**config.mk**
```make
export PLATFORM = sky130hd
export DESIGN_NAME = seven_seg_reader_flat
export DESIGN_NICKNAME = d
export VERILOG_FILES = /design/src/rtl/seven_seg_reader_if.sv /design/src/rtl/seven_seg_reader.sv /design/src/flat_wrapper.sv
export SDC_FILE = /design/constraint.sdc
export NUM_CORES = 1
export LEC_CHECK = 0
export CAP_MARGIN = 20
export CORE_MARGIN = 1.5
export CORE_UTILIZATION = 35
export DETAILED_ROUTE_END_ITERATION = 7
export DONT_BUFFER_PORTS = 1
export GPL_ROUTABILITY_DRIVEN = 0
export PLACE_DENSITY = 0.56
export SLEW_MARGIN = 20
export SYNTH_ARGS = -nofsm -noshare
export SYNTH_HDL_FRONTEND = slang
export SYNTH_SLANG_ARGS = --single-unit
```
**constraint.sdc**
```tcl
create_clock -name i_clk -period 4.3 [get_ports i_clk]
set_input_delay 0.86 -clock i_clk [delete_from_list [all_inputs] [get_ports i_clk]]
set_output_delay 0.86 -clock i_clk [all_outputs]
set_load 0.005 [all_outputs]
```
**src/rtl/seven_seg_reader_if.sv**
```systemverilog
// seven_seg_reader_if
// Bundles the segment inputs, the valid/ready result handshake and the error
// counter of the seven-segment readback block.
//   master : drives i_seven_ten, i_seven_one, i_ready; observes the result fields
//   slave  : the reader itself; consumes the segment pair and ready, drives results
// Signals:
//   i_seven_ten [6:0] tens-digit pattern, active-low
//   i_seven_one [6:0] ones-digit pattern, active-low
//   i_ready           consumer accepts the current result
//   o_valid           result available
//   o_value     [5:0] recovered value 0..35 (0 for blank/overflow/error)
//   o_blank           dark/dark code
//   o_overflow        7/7 code
//   o_error           illegal pattern pair
//   o_err_cnt   [7:0] saturating count of accepted error results
interface seven_seg_reader_if;
  logic [6:0] i_seven_ten;
  logic [6:0] i_seven_one;
  logic       i_ready;
  logic       o_valid;
  logic [5:0] o_value;
  logic       o_blank;
  logic       o_overflow;
  logic       o_error;
  logic [7:0] o_err_cnt;

  modport master (
    output i_seven_ten, i_seven_one, i_ready,
    input  o_valid, o_value, o_blank, o_overflow, o_error, o_err_cnt
  );

  modport slave (
    input  i_seven_ten, i_seven_one, i_ready,
    output o_valid, o_value, o_blank, o_overflow, o_error, o_err_cnt
  );
endinterface

```
**src/rtl/seven_seg_reader.sv**
```systemverilog
// seven_seg_reader
// Receive end of the two-digit seven-segment path. Registers the tens/ones
// active-low patterns, waits until the pair has held for STABLE_CYCLES samples,
// classifies it (legal 0..35, blank, overflow, error) and presents each new
// result once on a valid/ready handshake.
// Ports:
//   i_clk    system clock
//   i_rst_n  asynchronous active-low reset
//   bus      seven_seg_reader_if.slave (segment inputs, handshake, result fields)
// Parameter:
//   STABLE_CYCLES  identical consecutive samples required (1..255)
// Optional feature:
//   SEVEN_SEG_READER_ERRCNT_EN  when defined, o_err_cnt counts completed
//   handshakes carrying o_error (saturating at 255); otherwise o_err_cnt is 0.
module seven_seg_reader #(
  parameter int STABLE_CYCLES = 4
) (
  input  logic               i_clk,
  input  logic               i_rst_n,
  seven_seg_reader_if.slave  bus
);

  localparam int CNT_W = $clog2(STABLE_CYCLES + 1);
  localparam logic [CNT_W-1:0] CNT_MAX = CNT_W'(STABLE_CYCLES);

  localparam logic [0:0] ST_IDLE    = 1'b0;
  localparam logic [0:0] ST_PRESENT = 1'b1;

  // Digit decode codes beyond 0..9
  localparam logic [3:0] DIG_DARK = 4'd10;
  localparam logic [3:0] DIG_BAD  = 4'd15;

  // Map an active-low pattern (bit6..bit0) to its digit, dark or bad marker.
  function automatic logic [3:0] seg_decode(input logic [6:0] seg);
    logic [3:0] dig;
    case (seg)
      7'b1000000: dig = 4'd0;
      7'b1111001: dig = 4'd1;
      7'b0100100: dig = 4'd2;
      7'b0110000: dig = 4'd3;
      7'b0011001: dig = 4'd4;
      7'b0010010: dig = 4'd5;
      7'b0000010: dig = 4'd6;
      7'b1011000: dig = 4'd7;
      7'b0000000: dig = 4'd8;
      7'b0010000: dig = 4'd9;
      7'b1111111: dig = DIG_DARK;
      default:    dig = DIG_BAD;
    endcase
    return dig;
  endfunction

  logic [13:0]      sample_r;
  logic [CNT_W-1:0] cnt_r;
  logic [0:0]       state_r;
  logic             first_r;
  logic [13:0]      last_r;
  logic             valid_r;
  logic [5:0]       value_r;
  logic             blank_r;
  logic             overflow_r;
  logic             error_r;

  logic [13:0] in_pair_s;
  logic [3:0]  ten_d_s;
  logic [3:0]  one_d_s;
  logic [6:0]  val_s;
  logic        blank_s;
  logic        overflow_s;
  logic        legal_s;
  logic        error_s;
  logic        stable_s;
  logic        load_s;

  assign in_pair_s = {bus.i_seven_ten, bus.i_seven_one};

  // Input sampling register and stability counter.
  always_ff @(posedge i_clk or negedge i_rst_n) begin
    if (!i_rst_n) begin
      sample_r <= 14'd0;
      cnt_r    <= '0;
    end else begin
      sample_r <= in_pair_s;
      // The comparison against the old sample means a change restarts the
      // count on the same edge that captures the new pair.
      if (in_pair_s != sample_r) begin
        cnt_r <= '0;
      end else if (cnt_r != CNT_MAX) begin
        cnt_r <= cnt_r + 1'b1;
      end else begin
        cnt_r <= cnt_r;
      end
    end
  end

  // Classification of the registered pair.
  always_comb begin
    ten_d_s    = seg_decode(sample_r[13:7]);
    one_d_s    = seg_decode(sample_r[6:0]);
    val_s      = 7'(ten_d_s) * 7'd10 + 7'(one_d_s);
    blank_s    = (ten_d_s == DIG_DARK) && (one_d_s == DIG_DARK);
    overflow_s = (ten_d_s == 4'd7) && (one_d_s == 4'd7);
    legal_s    = (ten_d_s <= 4'd3) && (one_d_s <= 4'd9) && (val_s <= 7'd35);
    error_s    = !blank_s && !overflow_s && !legal_s;
    stable_s   = (cnt_r == CNT_MAX);
    load_s     = stable_s && (first_r || (sample_r != last_r));
  end

  // Result FSM: capture a new stable pair in IDLE, hold it in PRESENT until taken.
  always_ff @(posedge i_clk or negedge i_rst_n) begin
    if (!i_rst_n) begin
      state_r    <= ST_IDLE;
      first_r    <= 1'b1;
      last_r     <= 14'd0;
      valid_r    <= 1'b0;
      value_r    <= 6'd0;
      blank_r    <= 1'b0;
      overflow_r <= 1'b0;
      error_r    <= 1'b0;
    end else begin
      case (state_r)
        ST_IDLE: begin
          if (load_s) begin
            value_r    <= legal_s ? val_s[5:0] : 6'd0;
            blank_r    <= blank_s;
            overflow_r <= overflow_s;
            error_r    <= error_s;
            last_r     <= sample_r;
            first_r    <= 1'b0;
            valid_r    <= 1'b1;
            state_r    <= ST_PRESENT;
          end else begin
            state_r <= ST_IDLE;
          end
        end
        ST_PRESENT: begin
          if (bus.i_ready) begin
            valid_r <= 1'b0;
            state_r <= ST_IDLE;
          end else begin
            state_r <= ST_PRESENT;
          end
        end
        default: begin
          valid_r <= 1'b0;
          state_r <= ST_IDLE;
        end
      endcase
    end
  end

  assign bus.o_valid    = valid_r;
  assign bus.o_value    = value_r;
  assign bus.o_blank    = blank_r;
  assign bus.o_overflow = overflow_r;
  assign bus.o_error    = error_r;

`ifdef SEVEN_SEG_READER_ERRCNT_EN
  logic [7:0] err_cnt_r;

  // Saturating count of error results taken by the consumer.
  always_ff @(posedge i_clk or negedge i_rst_n) begin
    if (!i_rst_n) begin
      err_cnt_r <= 8'd0;
    end else if (valid_r && bus.i_ready && error_r && (err_cnt_r != 8'hFF)) begin
      err_cnt_r <= err_cnt_r + 8'd1;
    end else begin
      err_cnt_r <= err_cnt_r;
    end
  end

  assign bus.o_err_cnt = err_cnt_r;
`else
  assign bus.o_err_cnt = 8'd0;
`endif

endmodule

```
**src/flat_wrapper.sv**
```systemverilog
// flat-port wrapper written by rule: the top's interface ports become plain ports
module seven_seg_reader_flat 
#(
  parameter int STABLE_CYCLES = 4
)
  (i_clk, i_rst_n, bus_i_seven_ten, bus_i_seven_one, bus_i_ready, bus_o_valid, bus_o_value, bus_o_blank, bus_o_overflow, bus_o_error, bus_o_err_cnt);
  seven_seg_reader_if bus_i ();
  input  logic i_clk;
  input  logic i_rst_n;
  input wire logic [$bits(bus_i.i_seven_ten)-1:0] bus_i_seven_ten;
  input wire logic [$bits(bus_i.i_seven_one)-1:0] bus_i_seven_one;
  input wire logic [$bits(bus_i.i_ready)-1:0] bus_i_ready;
  output wire logic [$bits(bus_i.o_valid)-1:0] bus_o_valid;
  output wire logic [$bits(bus_i.o_value)-1:0] bus_o_value;
  output wire logic [$bits(bus_i.o_blank)-1:0] bus_o_blank;
  output wire logic [$bits(bus_i.o_overflow)-1:0] bus_o_overflow;
  output wire logic [$bits(bus_i.o_error)-1:0] bus_o_error;
  output wire logic [$bits(bus_i.o_err_cnt)-1:0] bus_o_err_cnt;
  assign bus_i.i_seven_ten = bus_i_seven_ten;
  assign bus_i.i_seven_one = bus_i_seven_one;
  assign bus_i.i_ready = bus_i_ready;
  assign bus_o_valid = bus_i.o_valid;
  assign bus_o_value = bus_i.o_value;
  assign bus_o_blank = bus_i.o_blank;
  assign bus_o_overflow = bus_i.o_overflow;
  assign bus_o_error = bus_i.o_error;
  assign bus_o_err_cnt = bus_i.o_err_cnt;
  seven_seg_reader #(.STABLE_CYCLES(STABLE_CYCLES)) u_core (.i_clk(i_clk), .i_rst_n(i_rst_n), .bus(bus_i));
endmodule
```
# After elaboration in Yosys (flattened, before gate mapping)
# Cells that the tools add are included.
[word_totals]
register_bits = 43
input_bits = 17
out_inout_bits = 18
wordCells = 74
[classes]
n_addsub = 2
multipliers = 1
magnitude_cmp = 3
n_eq_ne = 30
n_mux = 11
n_bitwise = 1
reduce_logical = 16
[ops]
columns = ["cell", "n"]
rows = [
  ["$pmux W4 S11", 2],
  ["$eq A7 B7 Y1 const B", 8],
  ["$eq A7 B5 Y1 const B", 6],
  ["$eq A7 B6 Y1 const B", 4],
  ["$ne A14 B14 Y1", 2],
  ["$eq A7 B2 Y1 const B", 2],
  ["$logic_not A7 Y1", 2],
  ["$eq A4 B3 Y1 const B", 2],
  ["$eq A4 B4 Y1 const B", 2],
  ["$add A7 B4 Y7", 1],
  ["$le A7 B6 Y1 const B", 1],
  ["$logic_and A1 B1 Y1", 7],
  ["$mul A4 B3 Y6 const B", 1],
  ["$mux W3", 2],
  ["$mux W6", 1],
  ["$le A4 B2 Y1 const B", 1],
  ["$le A4 B4 Y1 const B", 1],
  ["$mux W1", 4],
  ["$pmux W1 S2", 2],
  ["$reduce_and A2 Y1", 2],
  ["$add A3 B1 Y3 const B", 1],
  ["$eq A3 B3 Y1 const B", 1],
  ["$logic_not A1 Y1", 3],
  ["$ne A3 B3 Y1 const B", 1],
  ["other kinds (5)", 5],
]

# Logic depth before layout (Yosys ltp)
# Gate-level depths: netlist (run 1).
[logic_depth]
depth_word = 8
depth_mapped = 17
depth_no_buf = 14

# Worst setup path after synthesis (run 1)
# OpenSTA, ideal clock, no wires.
[synth_timing]
path_kind = "register to register"
from = "reg u_core.sample_r[11]"
to = "reg u_core.error_r, in the netlist u_core.bus.o_error"
setup_time_ns = 0.121
t_arrival_ns = 3.554
t_required_ns = 4.179
slack_ns = 0.625
path_stages_with_launch = 16
path_buffers = 2
synth_period_minus_slack_ns = 3.675
cell_sequence = "dfrtp_1 -> buf_6 -> or4_4 -> o31ai_4 -> a21oi_2 -> nand2_1 -> nand3_1 -> ha_1 -> ha_1 -> fa_1 -> o2111ai_1 -> xor2_1 -> nand4b_1 -> or3b_1 -> buf_6 -> a22o_1"
[synth_between]
elab_chain_cells = 8
word_cells_on_any_way = 31
classes_between = "1 x add/sub; 1 x mul; 2 x order compare; 13 x eq/ne; 1 x mux; 13 x reduce/logical"
[synth_lines]
columns = ["item", "line_no", "text"]
rows = [
  ["start, declared", "seven_seg_reader.sv:53", "logic [13:0] sample_r;"],
  ["start signal, assigned", "seven_seg_reader.sv:83", "sample_r <= in_pair_s;"],
  ["$eq A7 B7 Y1 (tied with other cells)", "seven_seg_reader.sv:36", "case (seg)"],
  ["$pmux W4 S11", "seven_seg_reader.sv:36", ""],
  ["$mul A4 B3 Y6", "seven_seg_reader.sv:100", "val_s = 7'(ten_d_s) * 7'd10 + 7'(one_d_s);"],
  ["$add A7 B4 Y7", "seven_seg_reader.sv:100", ""],
  ["$le A7 B6 Y1", "seven_seg_reader.sv:103", "legal_s = (ten_d_s <= 4'd3) && (one_d_s <= 4'd9) && (val_s <= 7'd35);"],
  ["$logic_and A1 B1 Y1", "seven_seg_reader.sv:103", ""],
  ["$logic_not A1 Y1", "seven_seg_reader.sv:104", "error_s = !blank_s && !overflow_s && !legal_s;"],
  ["$logic_and A1 B1 Y1", "seven_seg_reader.sv:104", ""],
  ["end signal, assigned", "seven_seg_reader.sv:127", "error_r <= error_s;"],
  ["end, declared", "seven_seg_reader.sv:62", "logic error_r;"],
]
# Several ways; a longest one is shown, not always the timed one.
# A chain may end at the register's enable or synchronous reset.

# Final worst setup path (run 1)
[layout_timing]
from = "reg u_core.sample_r[10]"
to = "reg u_core.error_r, in the netlist u_core.bus.o_error"
# The elaborated chain is that of the path after synthesis.

==> results of run 1 <==
[metrics by stage]
| step | std cells | util (%) | area, um2 |
|---|---|---|---|
| after global routing | 368 | 37.7 | 2900 |
| after CTS | 368 | 37.7 | 2900 |
| after detailed placement | 360 | 36.2 | 2790 |
| after floorplan | 283 | - | 2790 |
| after global placement | 360 | 36.2 | 2790 |
| final | 368 | 37.7 | 2900 |
[metal layers]
layer	part of all wire [%]	vias up	track usage [%]	routed length [um]
met2	44	54	21.7	2440
met3	6.0	6	3.65	332
li1	-	934	-	-
met5	0	-	0	0
met4	1.2	0	3.59	68
met1	48	925	18.9	2660
[synth_stat cells (2+ instances only)]
cell type,number
a21o_1,2
a21oi_1,5
a21oi_2,2
buf_1,2
buf_2,10
buf_4,8
buf_6,2
clkbuf_1,6
dfrtp_1,42
fa_1,2
ha_1,8
inv_1,10
mux2_1,15
mux2i_1,2
nand2_1,23
nand2b_1,4
nand3_1,6
nand4_1,4
nand4b_1,2
nor2_1,11
nor3_1,13
nor3b_1,2
nor4_1,7
nor4b_1,2
o21ai_0,4
o21ai_1,5
o22ai_1,2
o2bb2ai_1,2
o31a_1,3
o31ai_2,5
or2_1,2
xnor2_1,11
xor2_1,25
[sequential cells by signal, summed over array words and instances (netlist names)]
name	count
u_core.bus.o_blank	1
u_core.bus.o_valid	1
u_core.cnt_r	3
u_core.state_r	1
u_core.first_r	1
u_core.bus.o_error	1
u_core.last_r	14
u_core.sample_r	14
u_core.bus.o_value	6
u_core.bus.o_overflow	1
[cell usage in the layout, fill, tap and decap left out, types with 2 or more instances in the layout]
cell / n
dfrtp_1: 42
xor2_1: 25
nand2_1: 23
mux2_1: 15
nor3_1: 13
xnor2_1: 11
nor2_1: 11
inv_1: 10
ha_1: 8
conb_1: 8
nor4_1: 7
nand3_1: 6
a21oi_1: 5
o31ai_2: 5
clkbuf_8: 5
nand2b_1: 4
nand4_1: 4
o21ai_1: 4
o21ai_0: 4
o31a_1: 3
buf_4: 3
nor4b_1: 2
nor3b_1: 2
or2_1: 2
mux2i_1: 2
nand4b_1: 2
o2bb2ai_1: 2
a21oi_2: 2
o22ai_1: 2
a21o_1: 2
fa_1: 2
[worst max-delay path by stage]
stage	from	cells past startpoint	endpoint
6_report	u_core.sample_r[10]$_DFF_PN0_	13	u_core.bus.o_error$_DFFE_PN0P_
2_1_floorplan	u_core.sample_r[11]$_DFF_PN0_	15	u_core.bus.o_error$_DFFE_PN0P_
5_1_grt	u_core.sample_r[10]$_DFF_PN0_	13	u_core.bus.o_value[5]$_DFFE_PN0P_
4_1_cts	u_core.sample_r[10]$_DFF_PN0_	13	u_core.bus.o_error$_DFFE_PN0P_
3_5_place_dp	u_core.sample_r[10]$_DFF_PN0_	13	u_core.bus.o_error$_DFFE_PN0P_
3_3_place_gp	u_core.sample_r[10]$_DFF_PN0_	13	u_core.bus.o_error$_DFFE_PN0P_
[cells by family (layout without fill, tap and decap cells)]
| family | after synthesis | in the layout |
|---|---|---|
| other cells | 1 | 8 |
| flops | 43 | 43 |
| xor+xnor | 36 | 36 |
| compound gates | 45 | 45 |
| mux | 17 | 17 |
| simple gates | 86 | 86 |
| fa+ha+maj | 10 | 10 |
| buf+inv | 38 | 21 |
[power groups by stage]
stage	clock network, W	logic, W	registers [W]
final	0.000327	0.000113	0.000435
after global routing	0.000353	0.000125	0.000438
after floorplan	0	0.000116	0.000423
after global placement	0	0.000112	0.000442
after CTS	0.000337	0.000112	0.000435
after detailed placement	0	0.000112	0.000443
[worst register-to-register path: stages (launching register included)]
cell and delay (ns):
dfrtp_1 0.53, or4_4 0.60, o31ai_4 0.19, a21oi_2 0.09, nand2_1 0.10, nand3_1 0.13, ha_1 0.32, ha_1 0.21
fa_1 0.58, o2111ai_1 0.15, xor2_1 0.15, nand4b_1 0.10, or3b_1 0.51, a22o_1 0.23
[area by class of cell]
cell class / instances / area, um2
clock buffers: 5 / 68.8
multi-input cells: 202 / 1520
fillers: 786 / 4790
clock inverters: 3 / 46.3
well taps: 102 / 128
flip-flops and latches: 43 / 1080
repair buffers: 3 / 22.5
inverters: 10 / 37.5
==> metrics, run 1 <==
outcome completed; internal reg-to-reg setup slack 0.29 ns; Initial Utilization 36.0%; Seq pwr share 49.7%; Total Neg Setup Slack 0 ns; sw frac 27.1%; Post-Synthesis Cells 276; Die Span Y 91.9 um; RSZ-0062 raised after global routing false; synth warn 0; Logic pwr share 12.9%; largest cells by area after synthesis dfrtp_1 38%, xor2_1 7.9%, mux2_1 6.1%, ha_1 3.6%, xnor2_1 3.5%; layout cell share with drive strength beyond 1 9.02%; Clock power frac 37.4%; area of the core 7690 um2; Final min period 4.01 ns; DRC 0; max cap viols 0; ys flop type dfrtp_1; final-report hold violation count 0; cell family contributing the most delay on the critical path simple AND/OR/NAND/NOR gates; PwrDens 301 nW/um2; Worst R2R Path Depth 13; Setup Fix Bufs, Post-CTS 0; Antenna Nets Post-Route 0; total wire length 5.50 mm; largest family of logic cells by synthesized area simple AND/OR/NAND/NOR gates; num rows 32; Yosys cell types 60; worst hold path type in2async; compound-gate portion of the synthesized area 13.6%; Initial DRC Count 72; gr usage total 13.8%; DP Wirelength 4.14 mm; Post-synth EDFFs 0; WS Path Type reg2reg; Vias 1919; Yosys top cell by area dfrtp_1; Post-CTS Resized 0; total grt overflow 0; Crit Path Max Fanout 12; most frequent cell on the critical path ha_1; sequential share of the synthesized area 38.9%; skew final 0.0136 ns; width of the die 91.9 um; # IOs 35; first-pass GRT wire length 9.18 mm; clk buf depth 2; router iterations before antenna repair 5; leakage power 1.23 nW; Via density 5.21; FF-to-FF Start u_core.sample_r[10]$_DFF_PN0_; area of the die 8450 um2; Pins Over Slew Limit 0; CTS buffer count 5; Crit path buffers/inverters 0; pin count of the biggest net entering global routing 44; crit path capture type flop; antenna cells 0; crit path cell chain or4_4, o31ai_4, a21oi_2, nand2_1, nand3_1, ha_1, ha_1, fa_1, o2111ai_1, xor2_1, nand4b_1, or3b_1, a22o_1; Tot Pwr 0.000874 W; Syn Area/Cell 10.0 um2; # hold bufs at CTS 0; post-synthesis simple-gate area fraction 16.8%; Yosys top cell area share 38.0%; max incr delay on CP 0.60 ns; critical path startpoint category flop; CTS sink cnt 43; nets 292; asr flop ratio synth 100%; Root Driver clkbuf_8; fin crit share 93.2%; H-tree levels 2; FF+latch count, synth 43; VDD IR max 188 uV; Max Fclk 250 MHz; clk slew on worst S/H paths 0.10 ns; Final setup viols 0; CTS tree done; Place WS 0.277 ns; Post-Synth XOR/XNOR Area 11.4%; vias in the first global route 1840; Adder-Cell Fraction of Synth Area 5.06%; NetSw 0.000237 W; initial antenna violation count 0; Critical Path Slowest Stage Cell or4_4; PortBufs 0; Crit path required time 4.49 ns; crit path DAT 4.20 ns; WHS 0.239 ns; area delta synth->final 4.79%; later-pin clock latency in the skew report 0.30 ns; Internal Pwr Total 0.000638 W; post-synthesis mux area share 6.83%; DR WL/cell 14.9 um; Setup WS post-layout 0.292 ns; Synth Cell Area 2770 um2; FF-to-FF End u_core.bus.o_error$_DFFE_PN0P_
Note: power is estimated with default switching activity, not from simulation.
==> inputs of run 2 (changes only) <==
--- a/config.mk
+++ b/config.mk
@@ -12,6 +12,7 @@
 export DONT_BUFFER_PORTS = 1
 export GPL_ROUTABILITY_DRIVEN = 0
 export PLACE_DENSITY = 0.56
+export SETUP_SLACK_MARGIN = 0.5
 export SLEW_MARGIN = 20
 export SYNTH_ARGS = -nofsm -noshare
 export SYNTH_HDL_FRONTEND = slang
==> run 2 against run 1 <==
Via count up 2.7%. Hold slack worse by 0.0027 ns. Sequential share of layout area down 1.3 points. Worst setup slack better by 0.34 ns. Flip-flop and latch count unchanged. Critical path type unchanged.
==> metrics, run 2 (synthesized netlist as in run 1, its figures left out) <==
Final setup viols 0 (unchanged); first-pass GRT wire length 9.26 mm (+0.89%); Crit path required time 4.52 ns (+0.03 ns); later-pin clock latency in the skew report 0.30 ns (about the same); nets 303 (+3.8%); width of the die 91.9 um (unchanged); DRC 0 (unchanged); final-report hold violation count 0 (unchanged); WP depth 13 (unchanged); max cap viols 0 (unchanged); worst hold path type in2async; outcome completed; commonest non-fill, non-tap cell in the layout dfrtp_1; crit path capture type flop; total grt overflow 0 (unchanged); clk slew on worst S/H paths 0.10 ns (about the same); crit path cell chain or4_4, o31ai_4, a21oi_2, nand2b_1, ha_4, ha_2, fa_2, buf_4, a21o_1, a21oi_1, a211oi_1, or3b_4, o31ai_2; area delta synth->final 10.1%; DR WL/cell 15.2 um (+1.7%); Die Span Y 91.9 um (unchanged); router iterations before antenna repair 4 (-1); PortBufs 0 (unchanged); Critical Path Slowest Stage Cell or4_4; Crit path buffers/inverters 1 (+1); VDD IR max 180 uV (-4.0%); non-filler cells, final 379 (+3.0%); PwrDens 293 nW/um2 (-2.8%); # IOs 35 (unchanged); Vias 1970 (+2.7%); num rows 32 (unchanged); placed cell count 360 (unchanged); vias in the first global route 1864 (+1.3%); Tot Pwr 0.000893 W (+2.1%); cell family contributing the most delay on the critical path simple AND/OR/NAND/NOR gates; register area 1090 um2 (+1.3%); max incr delay on CP 0.55 ns (-0.05 ns); pin count of the biggest net entering global routing 44 (unchanged); # hold bufs at CTS 0 (unchanged); Initial Utilization 36.0% (unchanged); total wire length 5.76 mm (+4.8%); placed cell area 2790 um2 (unchanged); initial antenna violation count 0 (unchanged); Worst R2R Path Depth 13 (unchanged); clk buf depth 2 (unchanged); crit path DAT 3.88 ns (-0.32 ns); antenna cells 0 (unchanged); DP Wirelength 4.14 mm (unchanged); worst setup path startpoint u_core.sample_r[10]$_DFF_PN0_; Worst slew margin 65.8%; H-tree levels 2 (unchanged); FF-to-FF Start u_core.sample_r[10]$_DFF_PN0_; Max Fclk 273 MHz (+9.4%); CTS sink cnt 43 (unchanged); RSZ-0062 raised after global routing false; crit path to u_core.bus.o_value[0]$_DFFE_PN0P_; critical path startpoint category flop; area of the die 8450 um2 (unchanged); Initial DRC Count 55 (-24%); Antenna Nets Post-Route 0 (unchanged); CTS buffer count 5 (unchanged); fin crit share 85.2% (-8.0 points); Root Driver clkbuf_8; WS Path Type reg2reg; Total Neg Setup Slack 0 ns (unchanged); layout cell share with drive strength beyond 1 19.5% (+10 points); internal reg-to-reg setup slack 0.64 ns (+0.34 ns); skew final 0.0163 ns (+0.00270 ns); commonest non-fill, non-tap cells in the layout 31 x dfrtp_1, 25 x xor2_1, 22 x nand2_1; Setup WS post-layout 0.635 ns (+0.343 ns); Multi-input gate area 1570 um2 (+3.3%); fillers 786 (unchanged); Slew @ Worst Pin 0.514 ns; Place WS 0.277 ns (unchanged); leakage power 1.28 nW (+3.8%); area of the core 7690 um2 (unchanged); post-route cell area 3050 um2 (+5.0%); Crit Path Max Fanout 7 (-5); gr usage total 14.0% (+0.11 points); CTS tree done; Via density 5.20 (-0.32%); Final min period 3.66 ns (-0.343 ns); FF-to-FF End u_core.bus.o_value[0]$_DFFE_PN0P_; Pins Over Slew Limit 0 (unchanged)
run 2: changes by cell type in the layout (fill, tap and decap cells not counted), moves of 2 or more:
cell     before  now
dfrtp_1      42   31
ha_1          8    6
buf_4         3   14
dfrtp_2       0   11
run 2: what timing repair did:
action	in CTS	in global routing
gates cloned	0	0
endpoints found under the setup margin	7	7
gates resized for setup	5	16
buffers inserted	5	6
pin swaps	0	6
run 2: where the power goes:
group / total [W] / switching, W / leakage, nW / internal, W
Combinational: 0.000131 / 0.0000694 / 0.670 / 0.0000615
Clock: 0.000328 / 0.000153 / 0.0548 / 0.000175
Sequential: 0.000434 / 0.0000217 / 0.553 / 0.000413
run 2: stage by stage:
step	utilization (%)	hold slack (ns)
finish	39.6	0.236
global route	39.6	0.218
CTS	38.3	0.234
detailed placement	36.2	0.487
global placement	36.2	0.481
floorplan	-	0.464
run 2: metal layers:
layer  vias up  share of wire (%)  global-route usage (%)
met2        49                 46                    21.9
met3         6                4.7                    3.65
met1       957                 48                    19.1
li1        958                  -                       -
met4         0                1.2                    3.59
met5         -                  0                       0
run 2: layout make-up:
class                      count  share of cell area, %
inverter                      10                   1.23
timing repair buffer          14                   3.45
clock buffer                   5                   2.26
clock inverter                 3                   1.52
tap                          102                   4.19
sequential                    43                   35.8
multi-input combinational    202                   51.5
run 2: how the worst min path moves through the flow:
stage / startpoint / endpoint / slack [ns] / depth (start not counted)
5_1_grt: i_rst_n / u_core.sample_r[3]$_DFF_PN0_ / 0.22 / 0
4_1_cts: i_rst_n / u_core.last_r[12]$_DFFE_PN0P_ / 0.23 / 0
3_3_place_gp: u_core.first_r$_DFFE_PN1P_ / u_core.first_r$_DFFE_PN1P_ / 0.48 / 1
3_5_place_dp: u_core.first_r$_DFFE_PN1P_ / u_core.first_r$_DFFE_PN1P_ / 0.49 / 1
2_1_floorplan: u_core.state_r$_DFF_PN0_ / u_core.bus.o_valid$_DFFE_PN0P_ / 0.46 / 1
6_report: i_rst_n / u_core.last_r[12]$_DFFE_PN0P_ / 0.24 / 0
